--- src/rtl/wb_rr_arbiter.sv ---
// wb_rr_arbiter: round-robin arbiter sharing one pipelined Wishbone slave.
// Define WB_ARB_TIMEOUT_EN to add the response watchdog and ABORT state.
module wb_rr_arbiter #(
  parameter int NUM_MASTERS     = 2,
  parameter int MAX_OUTSTANDING = 4,
  parameter int TIMEOUT_CYCLES  = 256
) (
  input  logic                       clk,
  input  logic                       rst,
  input  logic [NUM_MASTERS-1:0]     m_cyc_i,
  input  logic [NUM_MASTERS-1:0]     m_stb_i,
  input  logic [NUM_MASTERS-1:0]     m_we_i,
  input  logic [NUM_MASTERS*32-1:0]  m_addr_i,
  input  logic [NUM_MASTERS*32-1:0]  m_data_i,
  input  logic [NUM_MASTERS*4-1:0]   m_be_i,
  output logic [NUM_MASTERS-1:0]     m_ack_o,
  output logic [NUM_MASTERS-1:0]     m_err_o,
  output logic [NUM_MASTERS-1:0]     m_stall_o,
  output logic [31:0]                m_data_o,
  output logic                       s_cyc_o,
  output logic                       s_stb_o,
  output logic                       s_we_o,
  output logic [31:0]                s_addr_o,
  output logic [31:0]                s_data_o,
  output logic [3:0]                 s_be_o,
  input  logic                       s_ack_i,
  input  logic                       s_err_i,
  input  logic                       s_stall_i,
  input  logic [31:0]                s_data_i,
  output logic [NUM_MASTERS-1:0]     grant_o
);

  localparam int IW = $clog2(NUM_MASTERS);
  localparam int CW = $clog2(MAX_OUTSTANDING + 1);

  if (NUM_MASTERS < 2 || NUM_MASTERS > 8 ||
      MAX_OUTSTANDING < 1 || MAX_OUTSTANDING > 15 ||
      TIMEOUT_CYCLES < 2) begin : g_bad_params
    $error("wb_rr_arbiter: parameter out of range");
  end

`ifdef WB_ARB_TIMEOUT_EN
  typedef enum logic [1:0] {
    S_IDLE  = 2'd0,
    S_GRANT = 2'd1,
    S_ABORT = 2'd2
  } state_t;
`else
  typedef enum logic {
    S_IDLE  = 1'b0,
    S_GRANT = 1'b1
  } state_t;
`endif

  state_t               state;
  logic [NUM_MASTERS-1:0] grant_q;
  logic [IW-1:0]        owner;
  logic [IW-1:0]        last;
  logic [CW-1:0]        count;

  logic [31:0] addr_a [NUM_MASTERS];
  logic [31:0] data_a [NUM_MASTERS];
  logic [3:0]  be_a   [NUM_MASTERS];

  for (genvar k = 0; k < NUM_MASTERS; k++) begin : g_split
    assign addr_a[k] = m_addr_i[32*k +: 32];
    assign data_a[k] = m_data_i[32*k +: 32];
    assign be_a[k]   = m_be_i[4*k +: 4];
  end

  logic owner_cyc;
  logic active;
  logic full;
  logic resp;
  logic accept;
  logic wd_fire;

  assign owner_cyc = m_cyc_i[owner];
  assign active    = (state == S_GRANT) && owner_cyc;
  assign full      = (count == CW'(MAX_OUTSTANDING));
  assign resp      = active && (count != '0)
                   && (s_ack_i || s_err_i);

  assign s_cyc_o  = active;
  assign s_stb_o  = active && m_stb_i[owner] && !full;
  assign s_we_o   = active && m_we_i[owner];
  assign s_addr_o = active ? addr_a[owner] : '0;
  assign s_data_o = active ? data_a[owner] : '0;
  assign s_be_o   = active ? be_a[owner] : '0;
  assign accept   = s_stb_o && !s_stall_i;

  assign grant_o  = grant_q;
  assign m_data_o = (state == S_GRANT) ? s_data_i : '0;
  assign m_ack_o  = (resp && s_ack_i) ? grant_q : '0;
  assign m_err_o  = ((resp && s_err_i) || wd_fire)
                  ? grant_q : '0;

  // Every non-owner is stalled; the owner sees slave stall or a full window.
  always_comb begin
    m_stall_o = '1;
    if (state == S_GRANT)
      m_stall_o[owner] = s_stall_i || full;
  end

  logic          found;
  logic [IW-1:0] pick;
  logic [IW:0]   sum;

  // Rotating scan starting just after the previous owner.
  always_comb begin
    found = 1'b0;
    pick  = last;
    sum   = '0;
    for (int i = 1; i <= NUM_MASTERS; i++) begin
      sum = {1'b0, last} + (IW+1)'(i);
      if (sum >= (IW+1)'(NUM_MASTERS))
        sum = sum - (IW+1)'(NUM_MASTERS);
      if (!found && m_cyc_i[sum[IW-1:0]]) begin
        found = 1'b1;
        pick  = sum[IW-1:0];
      end
    end
  end

`ifdef WB_ARB_TIMEOUT_EN
  localparam int WW = $clog2(TIMEOUT_CYCLES);
  logic [WW-1:0] wdog;

  assign wd_fire = active && (count != '0)
                 && !s_ack_i && !s_err_i
                 && (wdog == WW'(TIMEOUT_CYCLES - 1));

  // Count silent cycles while requests are outstanding.
  always_ff @(posedge clk) begin
    if (rst)
      wdog <= '0;
    else if (!active || count == '0 || s_ack_i
             || s_err_i || wd_fire)
      wdog <= '0;
    else
      wdog <= wdog + WW'(1);
  end
`else
  assign wd_fire = 1'b0;
`endif

  // Grant FSM with outstanding-request tracking.
  always_ff @(posedge clk) begin
    if (rst) begin
      state   <= S_IDLE;
      grant_q <= '0;
      owner   <= '0;
      last    <= IW'(NUM_MASTERS - 1);
      count   <= '0;
    end else begin
      unique case (state)
        S_IDLE: begin
          if (found) begin
            state   <= S_GRANT;
            owner   <= pick;
            grant_q <= NUM_MASTERS'(1) << pick;
            count   <= '0;
          end
        end
        S_GRANT: begin
          if (!owner_cyc) begin
            state   <= S_IDLE;
            last    <= owner;
            grant_q <= '0;
            count   <= '0;
`ifdef WB_ARB_TIMEOUT_EN
          end else if (wd_fire) begin
            state <= S_ABORT;
            count <= '0;
`endif
          end else if (accept && !resp) begin
            count <= count + CW'(1);
          end else if (resp && !accept) begin
            count <= count - CW'(1);
          end
        end
`ifdef WB_ARB_TIMEOUT_EN
        S_ABORT: begin
          if (!owner_cyc) begin
            state   <= S_IDLE;
            last    <= owner;
            grant_q <= '0;
            count   <= '0;
          end
        end
        default: state <= S_IDLE;
`endif
      endcase
    end
  end

endmodule
--- config.mk ---
export PLATFORM = sky130hd
export DESIGN_NAME = wb_rr_arbiter
export DESIGN_NICKNAME = d
export VERILOG_FILES = /design/src/rtl/wb_rr_arbiter.sv
export SDC_FILE = /design/constraint.sdc
export NUM_CORES = 1
export LEC_CHECK = 0
export ABC_AREA = 1
export BUFFER_PORTS_ARGS = -buffer_cell sky130_fd_sc_hd__clkbuf_2
export CAP_MARGIN = 20
export CORE_AREA = 10 10 105 107
export DETAILED_ROUTE_END_ITERATION = 8
export DIE_AREA = 0 0 115 117
export GPL_TIMING_DRIVEN = 0
export SLEW_MARGIN = 20
export SYNTH_ARGS = -nofsm -noshare
export SYNTH_HDL_FRONTEND = slang
export SYNTH_SLANG_ARGS = --single-unit
--- constraint.sdc ---
create_clock -name clk -period 5.3 [get_ports clk]
set_input_delay 0.53 -clock clk [delete_from_list [all_inputs] [get_ports clk]]
set_output_delay 0.53 -clock clk [all_outputs]
set_load 0.02 [all_outputs]
==> results.py <==
metrics = {
    "route": {
        "num_vias": 3455,
        "wl_per_cell_um": 14.9,
        "drt_iter0_drc": 221,
        "vias_per_cell": 4.41,
        "post-route-drc-count": 0,
        "drt_pass1_iterations": 4,
        "wl_mm": 11.7,
        "postRouteAntennaNets": 0,
    },
    "logic_synthesis": {
        "syn_inst": 381,
        "netlist.area_leader.share": 0.393,
        "synth_seq_cells": 8,
        "ys_warn_count": 0,
        "mappedNetlistArea_mm2": 0.00178,
        "yosys-top-cells-count": "nand2_1 (186), a21oi_1 (74), inv_1 (46), buf_2 (18), nor2_1 (10)",
        "seq_area_frac_synth": 0.0901,
        "synth_area_per_cell_um2": 4.67,
        "syn_nets": 562,
        "synthArstFlopShare": 0,
        "synth_cell_types": 21,
        "synth_edf_count": 0,
        "ys.flop_type": "dfxtp_1",
        "synth_top_area_cell": "nand2_1",
        "synth.most_common_cell": "nand2_1",
        "synth.area.top_cells": "nand2_1 (39%), a21oi_1 (21%), inv_1 (9.7%)",
    },
    "setup_path": {
        "end_kind": "primary output",
        "path_delay_family": "buffers and inverters",
        "worst-path-buf-inv": 5,
        "cp_slowest_stage_delay_ns": 0.29,
        "worst-path-stages": 7,
        "worst-endpoint-required_ns": 4.77,
        "crit_top_cell": "buf_2",
        "cp-start-kind": "flop",
        "critical_path.slowest_cell": "dfxtp_1",
        "worst_ep_arrival_time_ns": 1.80,
        "r2r_cells": 12,
        "criticalPathCategory": "flop to primary output",
        "path_cells": "buf_4 > inv_2 > buf_2 > buf_2 > nand2_1 > a21oi_1 > clkbuf_2",
        "cp_max_fo": 10,
    },
    "place": {
        "dp_slack_ns": 2.87,
        "dpl.hpwl_mm": 10.4,
        "placed_cells": 781,
        "place_congestion": 0.845,
        "port_buffers": 289,
    },
    "clocking": {
        "cts_buffers": 3,
        "cts_tree": "yes",
        "cts_root_buf": "clkbuf_8",
        "clk_pin_slew_worst_paths_ns": 0.04,
        "clock-sinks": 8,
        "clk-insertion-delay-late_ns": 0.24,
        "cts_resized": 0,
        "htree_levels": 1,
        "clk_path_buf_depth": 2,
        "cts_setup_buffers": 0,
        "hold_buffers": 0,
    },
    "job": {
        "cap_violations": 0,
    },
    "grt": {
        "grt_pass1_wl_mm": 17.0,
        "grt_pass1_vias": 3514,
        "grt_start_max_net_pins": 11,
        "grt-ovfl-total": 0,
        "antenna_found_initial": 0,
        "grt_usage": 0.153,
    },
    "layout": {
        "fin_cells": 784,
        "area_growth_pct": 91.5,
        "num-fill-cells": 1027,
        "drive_above_1_share": 0.477,
        "utilization": 0.377,
        "finalNetCount": 856,
        "diodes": 0,
    },
    "timing": {
        "tightest_slew_ns": 0.451,
        "skew_ns": 0.00493,
        "setup_slack_ns": 2.97,
        "maxSlewViolCount": 0,
        "setup_viol": 0,
        "rsz0062_at_grt": "no",
        "max_freq_mhz": 429,
        "post-route-min-period_ns": 2.33,
        "setup_tns_ns": 0,
        "finalCritPeriodShare": 0.440,
        "slew_headroom": 0.700,
        "timing_hold_violations_final": 0,
    },
    "outcome": {
        "status": "completed",
    },
    "hold_path": {
        "hold_depth": 2,
        "hp-class": "flop to flop",
    },
    "floorplanning": {
        "pin_count": 290,
        "num_rows": 35,
        "dieHeight_um": 117,
        "coreArea_mm2": 0.00902,
        "dieArea_mm2": 0.0135,
        "die_w_um": 115,
        "initial_core_util": 0.197,
    },
    "pwr": {
        "power_leakage_nw": 2.33,
        "worst_ir_drop_vdd_mv": 0.0838,
        "powerDensity_mw_per_mm2": 136,
        "power.total_w": 0.000464,
    },
}
## cells by family (layout without fill, tap and decap cells)
logic type      Yosys count  count (layout)  synth area share
compound gates           78              78             0.226
fa+ha+maj                 2               2            0.0183
buf+inv                  75             367             0.177
flops                     8               8            0.0901
simple gates            218             218             0.488
## cell usage in the layout, fill, tap and decap left out
cell / synthesis / final
clkbuf_2: 0 / 289
nand2_1: 186 / 186
a21oi_1: 74 / 74
inv_1: 46 / 46
buf_2: 18 / 18
nor2_1: 10 / 10
nand3_1: 9 / 9
dfxtp_1: 8 / 8
clkbuf_1: 7 / 7
nand4_1: 5 / 5
o211ai_1: 3 / 3
clkbuf_8: 0 / 3
inv_2: 2 / 2
nand2_2: 2 / 2
nor3_1: 2 / 2
nor2_2: 2 / 2
buf_4: 1 / 1
nand2_4: 1 / 1
buf_6: 1 / 1
nand3_2: 1 / 1
o21ai_2: 1 / 1
fa_1: 1 / 1
ha_1: 1 / 1
## cell type report
class	count	area, um2	area share
Inverter	48	180	0.0529
Sequential cell	8	160	0.0470
Clock buffer	3	41.3	0.0121
Timing Repair Buffer	289	1450	0.425
Tap cell	111	139	0.0408
Buffer	27	135	0.0397
Multi-Input combinational cell	298	1300	0.383
## flip-flops by register name (all words and copies together) (netlist names)
register / count
last: 1
owner: 1
state: 1
count: 3
grant_o: 2
## power breakdown
group / total (W) / internal [W] / switching [W]
Clock: 0.0000774 / 0.0000496 / 0.0000279
Combinational: 0.000318 / 0.000120 / 0.000199
Sequential: 0.0000680 / 0.0000647 / 0.00000324
Total: 0.000464 / 0.000234 / 0.000230
## worst register-to-register path, stage by stage, from the launching register on
cell	delay, ns
dfxtp_1	0.30
buf_4	0.19
nand2_1	0.12
nand2_2	0.13
nand2_4	0.12
inv_2	0.11
nand2_1	0.08
nor3_1	0.14
ha_1	0.25
fa_1	0.43
inv_1	0.06
nand4_1	0.09
a21oi_1	0.14
## metal layers
metal	vias to the layer above	routed length, um	track usage
met5	-	0	0
met3	16	1380	0.0479
li1	1762	-	-
met1	1480	4230	0.162
met2	197	5900	0.281
met4	0	204	0.0479
## path summary, 6_finish.rpt
kind	startpoint	endpoint	slack, ns
min reg2reg	last	last	0.49
max reg2reg	owner	count[1]	3.07
min	last	last	0.49
max	owner	s_addr_o[6]	2.97
## stage by stage
step,area (um2),hold WS [ns]
finish,3400,0.490
global route,3400,0.532
CTS,3400,0.482
detailed placement,3360,0.469
global placement,3360,0.468
floorplan,1780,0.447
(Power assumes the default switching activity.)
